## src/rtl/mem_stage_ctrl.sv

```systemverilog
// MEM pipeline stage controller: forwards ALU results to WB and runs one
// data-memory access per instruction with a req/ack handshake. Optional access timeout: MEM_TIMEOUT_EN.
module mem_stage_ctrl (
    input  logic        clk,
    input  logic        rst,
    input  logic [4:0]  MEM_Reg_WriteAddr,
    input  logic        MEM_Reg_WriteEn,
    input  logic [31:0] MEM_AluResult,
    input  logic        MEM_Mem2R,
    input  logic [9:0]  MEM_DMem_WriteAddr,
    input  logic        MEM_DMem_WriteEn,
    input  logic        MEM_DMem_ReadEn,
    input  logic [31:0] MEM_DMem_WriteData,
    output logic        mem_stall,
    output logic        dmem_req,
    output logic        dmem_we,
    output logic [9:0]  dmem_addr,
    output logic [31:0] dmem_wdata,
    input  logic        dmem_ack,
    input  logic [31:0] dmem_rdata,
    output logic [4:0]  WB_Reg_WriteAddr,
    output logic        WB_Reg_WriteEn,
    output logic [31:0] WB_Reg_WriteData,
    output logic        mem_err
);

    typedef enum logic {
        IDLE   = 1'b0,
        ACCESS = 1'b1
    } stateT;

    stateT       stateReg, stateNext;
    logic        accessPending;
    logic        latchEn;
    logic        timeout;

    // Access context captured when leaving IDLE; held stable for the whole access
    logic [9:0]  addrReg;
    logic [31:0] wdataReg;
    logic        weReg;
    logic        mem2RReg;
    logic [4:0]  regAddrReg;
    logic        regEnReg;
    logic [31:0] aluReg;

    logic [4:0]  wbAddrNext;
    logic        wbEnNext;
    logic [31:0] wbDataNext;

    assign accessPending = MEM_DMem_ReadEn | MEM_DMem_WriteEn;

`ifdef MEM_TIMEOUT_EN
    logic [3:0] timeoutCnt;
    logic       errReg;

    always_ff @(posedge clk or negedge rst) begin
        if (!rst) begin
            timeoutCnt <= 4'd0;
        end else if (stateReg == IDLE) begin
            timeoutCnt <= 4'd0;
        end else if (!dmem_ack) begin
            timeoutCnt <= timeoutCnt + 4'd1;
        end
    end

    // Fires in the 16th un-acked ACCESS cycle; an ack in that cycle wins
    assign timeout = (stateReg == ACCESS) && !dmem_ack && (timeoutCnt == 4'hF);

    always_ff @(posedge clk or negedge rst) begin
        if (!rst) begin
            errReg <= 1'b0;
        end else if (timeout) begin
            errReg <= 1'b1;
        end
    end

    assign mem_err = errReg;
`else
    assign timeout = 1'b0;
    assign mem_err = 1'b0;
`endif

    always_ff @(posedge clk or negedge rst) begin
        if (!rst) begin
            stateReg <= IDLE;
        end else begin
            stateReg <= stateNext;
        end
    end

    always_comb begin
        stateNext  = stateReg;
        mem_stall  = 1'b0;
        dmem_req   = 1'b0;
        dmem_we    = 1'b0;
        dmem_addr  = 10'd0;
        dmem_wdata = 32'd0;
        latchEn    = 1'b0;
        wbAddrNext = 5'd0;
        wbEnNext   = 1'b0;
        wbDataNext = 32'd0;
        case (stateReg)
            IDLE: begin
                if (accessPending) begin
                    mem_stall = 1'b1;
                    latchEn   = 1'b1;
                    stateNext = ACCESS;
                end else begin
                    wbAddrNext = MEM_Reg_WriteAddr;
                    wbEnNext   = MEM_Reg_WriteEn;
                    wbDataNext = MEM_AluResult;
                end
            end
            ACCESS: begin
                dmem_req   = 1'b1;
                dmem_we    = weReg;
                dmem_addr  = addrReg;
                dmem_wdata = wdataReg;
                mem_stall  = !(dmem_ack || timeout);
                if (dmem_ack) begin
                    stateNext  = IDLE;
                    wbAddrNext = regAddrReg;
                    wbEnNext   = regEnReg;
                    wbDataNext = mem2RReg ? dmem_rdata : aluReg;
                end else if (timeout) begin
                    stateNext = IDLE;
                end
            end
            default: stateNext = IDLE;
        endcase
        // Stall must never hold the pipeline while reset is asserted
        if (!rst) begin
            mem_stall = 1'b0;
        end
    end

    always_ff @(posedge clk or negedge rst) begin
        if (!rst) begin
            addrReg          <= 10'd0;
            wdataReg         <= 32'd0;
            weReg            <= 1'b0;
            mem2RReg         <= 1'b0;
            regAddrReg       <= 5'd0;
            regEnReg         <= 1'b0;
            aluReg           <= 32'd0;
            WB_Reg_WriteAddr <= 5'd0;
            WB_Reg_WriteEn   <= 1'b0;
            WB_Reg_WriteData <= 32'd0;
        end else begin
            WB_Reg_WriteAddr <= wbAddrNext;
            WB_Reg_WriteEn   <= wbEnNext;
            WB_Reg_WriteData <= wbDataNext;
            if (latchEn) begin
                addrReg    <= MEM_DMem_WriteAddr;
                wdataReg   <= MEM_DMem_WriteData;
                weReg      <= MEM_DMem_WriteEn;
                mem2RReg   <= MEM_Mem2R;
                regAddrReg <= MEM_Reg_WriteAddr;
                regEnReg   <= MEM_Reg_WriteEn;
                aluReg     <= MEM_AluResult;
            end
        end
    end

endmodule

```

## config.mk

```make
export PLATFORM = sky130hd
export DESIGN_NAME = mem_stage_ctrl
export DESIGN_NICKNAME = d
export VERILOG_FILES = /design/src/rtl/mem_stage_ctrl.sv
export SDC_FILE = /design/constraint.sdc
export NUM_CORES = 1
export LEC_CHECK = 0
export BUFFER_PORTS_ARGS = -buffer_cell sky130_fd_sc_hd__buf_2
export CORE_ASPECT_RATIO = 0.5
export CORE_MARGIN = 2
export CORE_UTILIZATION = 30
export CTS_CLUSTER_SIZE = 24
export DETAILED_ROUTE_END_ITERATION = 8
export PLACE_DENSITY = 0.61
export SYNTH_ARGS = -nofsm -noshare
export SYNTH_HDL_FRONTEND = slang
export SYNTH_SLANG_ARGS = --single-unit
```

## constraint.sdc

```tcl
create_clock -name clk -period 1.7 [get_ports clk]
set_clock_uncertainty 0.2 [all_clocks]
set_input_delay 0.17 -clock clk [delete_from_list [all_inputs] [get_ports clk]]
set_output_delay 0.17 -clock clk [all_outputs]
set_load 0.03 [all_outputs]
```

==> results of run 1 <==
-- cells by family (layout without fill, tap and decap cells) --
| kind of cell | after synthesis | in the layout | synth area share |
|---|---|---|---|
| other | 1 | 1 | 0.0006949 |
| AO/OA/AOI/OAI | 39 | 39 | 0.06307 |
| AND/OR/NAND/NOR | 48 | 48 | 0.05564 |
| flip-flops | 121 | 121 | 0.5611 |
| multiplexers | 114 | 114 | 0.2861 |
| buffers and inverters | 27 | 365 | 0.03339 |
-- repair_timing --
item                                   4_1_cts  5_1_grt
hold buffers                               115        0
endpoints found under the hold margin      241        0
gates resized for setup                     12        1
pin swaps                                    2        2
setup buffers                                1        2
setup endpoints to repair                   42       44
-- area by class of cell --
cell class	instances	area, um^2
clock buffer	20	436.7
clock inverter	12	222.7
fill	1504	8828
multi-input combinational	202	2225
sequential	121	3030
tap	234	292.8
timing repair buffer	333	2449
-- layer usage --
| metal | vias to the layer above | part of all wire | track usage |
|---|---|---|---|
| met5 | - | 0 | 0 |
| met4 | 0 | 0.022 | 0.05872 |
| met3 | 25 | 0.034 | 0.03901 |
| met2 | 86 | 0.53 | 0.2695 |
| met1 | 1965 | 0.42 | 0.1749 |
| li1 | 1893 | - | - |
-- Yosys cell counts, drive strengths merged --
cell type  count
a22o           6
and2          44
buf           22
clkbuf         5
conb           1
dfrtp        121
mux2          82
mux2i         32
nand2          1
nor2           1
nor3           1
nor3b          1
o21bai         1
o2bb2ai       32
-- through the flow --
step	setup WS [ns]	utilization
finish	-0.1103	0.4951
global route	-0.1821	0.4951
CTS	-0.1567	0.4940
detailed placement	0.1376	0.3879
global placement	0.1493	0.3879
floorplan	0.01048	-
-- registers in the layout, indices dropped and copies added (netlist names), 5 cells and up --
name              count
wdataReg             32
aluReg               32
WB_Reg_WriteAddr      5
WB_Reg_WriteData     32
regAddrReg            5
addrReg              10
-- worst max-delay path, stage by stage (launching register included) --
cell and delay, ns:
dfrtp_2 0.43, buf_6 0.14, nor3_4 0.26, nor3b_4 0.07, buf_6 0.14
-- layout by cell type (no fill, tap or decap) --
cell	instances
dfrtp_2	2
buf_6	5
nand2_1	1
conb_1	1
nor2_1	1
clkinv_2	2
nor3b_4	1
mux2_4	80
buf_8	1
buf_4	6
o21bai_4	1
dlygate4sd3_1	115
clkinv_4	2
bufinv_16	6
clkbuf_16	17
dfrtp_1	119
a22o_1	6
clkinvlp_4	2
clkbuf_1	3
mux2i_1	32
and2_4	3
nor3_4	1
buf_12	10
o2bb2ai_1	32
mux2_2	2
and2_1	41
buf_2	196
-- worst max-delay path by stage --
stage / from / endpoint / slack, ns
2_1_floorplan: stateReg / mem_stall / 0.01
3_3_place_gp: stateReg / wdataReg[7] / 0.15
3_5_place_dp: stateReg / WB_Reg_WriteData[26] / 0.14
4_1_cts: stateReg / dmem_wdata[23] / -0.16
5_1_grt: stateReg / mem_stall / -0.18
6_report: stateReg / mem_stall / -0.11
-- power by group --
part	total (mW)	switching [mW]	internal, mW
combinational	3.04	1.51	1.53
sequential	3.71	0.267	3.44
clock	4.06	1.31	2.75
total	10.8	3.08	7.72
==> impl_metrics.ini, run 1 <==
[logic_synthesis]
netlist_top_cells_area = dfrtp_1 (56%), mux2_4 (22%), mux2i_1 (5.9%), o2bb2ai_1 (5.2%), and2_1 (5.1%)
yosys_warnings = 0
syn_inst = 350
avgSynthCellArea_um2 = 15.42
yosysSeqAreaShare = 0.5611
syn_nets = 468
synth_cell_type_count = 18
synth_top_cell_by_area = dfrtp_1
synth-seq-cells = 121
netlist.area_leader.share = 0.5611
synth_area_um2 = 5396

[global_route]
grt_overflow = 0
antenna_found_initial = 0
grt_max_degree = 122
grtUsageTotal = 0.1507
grt_pass1_wl_um = 22380
first_global_vias = 4372

[setup_path]
regToRegSetupSlack_ns = 0.11
r2r_start = stateReg
crit_fanout = 3
crit_path_start_kind = flop
critPathKind = reg -> out
critPathArrivalTime_ns = 1.44
cp.required_ns = 1.33
worstSetupEndpointType = output pin
timing.rr.end = WB_Reg_WriteData[9]
r2r_cells = 5

[drt]
wirelength_um = 14220
vias = 3969
drc = 0
vias_per_cell = 4.305
wl_per_cell_um = 15.43
drt.antenna.violating_nets = 0
drt_iter0_drc = 74
firstDrtPassIters = 6

[worst_hold_path]
hold_path_class = in -> reg
hold_depth = 4
hp-start = dmem_ack
worstHoldEndpoint = stateReg

[clock_network]
clockBufferDepth = 2
cts_made_buffers = 17
cts_max_level = 4
path_clk_slew_ns = 0.05
clock-root-buffer = clkbuf_16
clkSinkCount = 121
worst_skew_pair.late_latency_ns = 0.41
tritoncts = built

[power]
power.density_nw_per_um2 = 1249
total_power_mw = 10.81
cellLeakagePower_nw = 4.374
irDropWorstVdd_mv = 0.7201

[cells_and_area]
areaGrowthSynthToFinish_pct = 60.40
n_antenna_cell = 0
final_area_um2 = 8656
final_layout_size_suffix_gt1_frac = 0.4898
nNetsFinal = 793
fin_cells = 922

[floorplanning]
io_pins = 202
die_area_um2 = 19140
floorplan.initialDensity = 0.3086
num_rows = 34
chipWidth_um = 193.7
core-area_um2 = 17480
die_h_um = 98.84

[place]
postPlaceCellArea_um2 = 6782
place_inst = 772
gp_congestion = 0.7145
portBuffers = 200
dp_hpwl_um = 8812

[sta]
slew_viol_final = 0
fin_crit_ns = 1.810
final.setup.tns_ns = -2.187
hold_viol = 0
tightest_slew_ns = 0.6586
post-route-period-util = 1.065
hold_ws_ns = 0.06806
relSlewSlack = 0.5609
rsz0062_at_grt = yes
finalSetupViolations = 44
setup_ws_ns = -0.1103
max_freq_mhz = 552.4

[status]
violations = setup timing
status = finished with violations

[job]
drv_cap = 0
Note: power is estimated with default switching activity, not from simulation.
==> run 2, diff against run 1 <==
--- a/config.mk
+++ b/config.mk
@@ -7,7 +7,7 @@
 export LEC_CHECK = 0
 export BUFFER_PORTS_ARGS = -buffer_cell sky130_fd_sc_hd__buf_2
 export CORE_ASPECT_RATIO = 0.5
-export CORE_MARGIN = 2
+export CORE_MARGIN = 1
 export CORE_UTILIZATION = 30
 export CTS_CLUSTER_SIZE = 24
 export DETAILED_ROUTE_END_ITERATION = 8
@@ -15,3 +15,4 @@
 export SYNTH_ARGS = -nofsm -noshare
 export SYNTH_HDL_FRONTEND = slang
 export SYNTH_SLANG_ARGS = --single-unit
+export TNS_END_PERCENT = 50
==> run 2 against run 1 <==
  * Core utilization grew 0.72 points
  * Sequential power is essentially flat
  * Final cell count shrank 0.22%
  * The run still ends with setup timing left
  * Setup slack gained 0.059 ns
  * Global-route usage grew 1.4 points
==> impl_metrics.ini, run 2 (synthesized netlist as in run 1, its figures left out) <==
[status]
status = finished with violations
violations = setup timing

[drt]
drt.antenna.violating_nets = 0
drc = 0
drt_iter0_drc = 94
firstDrtPassIters = 4
wirelength_um = 14640
vias = 3975
wl_per_cell_um = 15.91
vias_per_cell = 4.321

[setup_path]
crit_fanout = 43
crit_chain = buf_12, and2_1, buf_4
crit_path_start_kind = flop
cp-startpoint = stateReg
critPathKind = reg -> out
crit_path_top_delay_cell = dfrtp_2
r2r_start = stateReg
critPathArrivalTime_ns = 1.38
cp.required_ns = 1.33
worstSetupEndpointType = output pin
critPathMaxStageDelay_ns = 0.43

[worst_hold_path]
hp-start = dmem_ack
hold_path_class = in -> reg

[sta]
hold_viol = 0
slew_viol_final = 0
max_freq_mhz = 571.1
relSlewSlack = 0.5620
tightest_slew_ns = 0.6570
rsz0062_at_grt = yes
setup_ws_ns = -0.05113
finalSetupViolations = 44
post-route-period-util = 1.030
fin_crit_ns = 1.751

[floorplanning]
io_pins = 202
num_rows = 34
die_h_um = 96.84
core-area_um2 = 17480
die_area_um2 = 18560
chipWidth_um = 191.7
floorplan.initialDensity = 0.3086

[cells_and_area]
nNetsFinal = 790
fin_util = 0.5023
final_area_um2 = 8782
layout_common_cells = buf_2 (155), dfrtp_1 (119), dlygate4sd3_1 (115)
fillers = 1486
mostFrequentLayoutCell = buf_2
largestRegisters = WB_Reg_WriteData (32), aluReg (32), wdataReg (32)
areaGrowthSynthToFinish_pct = 62.74
final_layout_size_suffix_gt1_frac = 0.4891

[global_route]
grt_max_degree = 122
grt_pass1_wl_um = 23460
grtUsageTotal = 0.1645
grt_overflow = 0
antenna_found_initial = 1
first_global_vias = 4488

[clock_network]
clock-root-buffer = clkbuf_16
clkSinkCount = 121
cts_made_buffers = 17
cts_max_level = 4
clockBufferDepth = 2
tritoncts = built
worst_skew_pair.late_latency_ns = 0.41
path_clk_slew_ns = 0.05

[place]
portBuffers = 200
gp_congestion = 0.7499
postPlaceCellArea_um2 = 6736
dp_hpwl_um = 8902

[job]
drv_cap = 0

[power]
power.density_nw_per_um2 = 1213
cellLeakagePower_nw = 4.370
irDropWorstVdd_mv = 0.7816
run 2: cell types whose count changed in the layout (fill, tap and decap cells not counted), sizes merged:
cell	delta
diode	+1
buf	-3
clkinvlp	+1
inv	+2
clkbuf	-1
clkinv	+2
bufinv	-4
run 2: final cells by class:
| cell class | count | area [um^2] | area share |
|---|---|---|---|
| clock buffer | 19 | 452.9 | 0.05157 |
| antenna | 1 | 2.502 | 0.0002849 |
| tap | 234 | 292.8 | 0.03334 |
| sequential | 121 | 3030 | 0.3451 |
| multi-input combinational | 202 | 2220 | 0.2527 |
| timing repair buffer | 330 | 2639 | 0.3005 |
| clock inverter | 13 | 145.1 | 0.01653 |
run 2: worst paths after layout:
path	endpoint	slack [ns]	depth (start not counted)
min in group asynchronous	WB_Reg_WriteData[21]	0.30	3
setup reg to reg	wdataReg[23]	0.01	4
hold reg to reg	wdataReg[18]	0.30	1
hold / removal	stateReg	0.04	4
setup / recovery	dmem_wdata[8]	-0.05	3
max in group asynchronous	stateReg	0.51	3
run 2: critical path: cells and delay by family (launching register included):
family	cells	cell delay (ns)
DFF	1	0.43
buffers and inverters	2	0.36
and+or+nand+nor	1	0.17
run 2: timing repair:
| item | CTS | global route |
|---|---|---|
| hold buffers | 115 | 0 |
| pin swaps | 1 | 0 |
| setup buffers | 0 | 1 |
| endpoints found under the hold margin | 241 | 0 |
| endpoints found under the setup margin | 44 | 44 |
| gates cloned | 0 | 0 |
| gates resized for setup | 89 | 2 |
run 2: metrics by stage:
stage | setup TNS [ns] | setup slack [ns] | cells | hold slack, ns | total power [mW]
5_1_grt | -4.842 | -0.1136 | 920 | 0.05398 | 11.15
3_3_place_gp | 0 | 0.1582 | 771 | 0.1842 | 6.480
6_report | -0.8049 | -0.05113 | 920 | 0.04414 | 10.66
4_1_cts | -2.327 | -0.09911 | 918 | 0.05125 | 10.76
2_1_floorplan | 0 | 0.01048 | 350 | -0.3256 | 5.702
3_5_place_dp | 0 | 0.1247 | 771 | 0.1847 | 6.532
run 2: power by group:
part           total [mW]  switching [mW]  internal, mW
registers            3.74           0.301          3.44
clock network        3.65            1.40          2.25
logic                3.27            1.54          1.73
run 2: metal layers:
metal	wire [um]	vias to the layer above	global-route usage
met5	0	-	0
met4	495	0	0.07875
met3	402	35	0.03919
met2	7483	84	0.2794
met1	6255	1961	0.1951
li1	-	1895	-
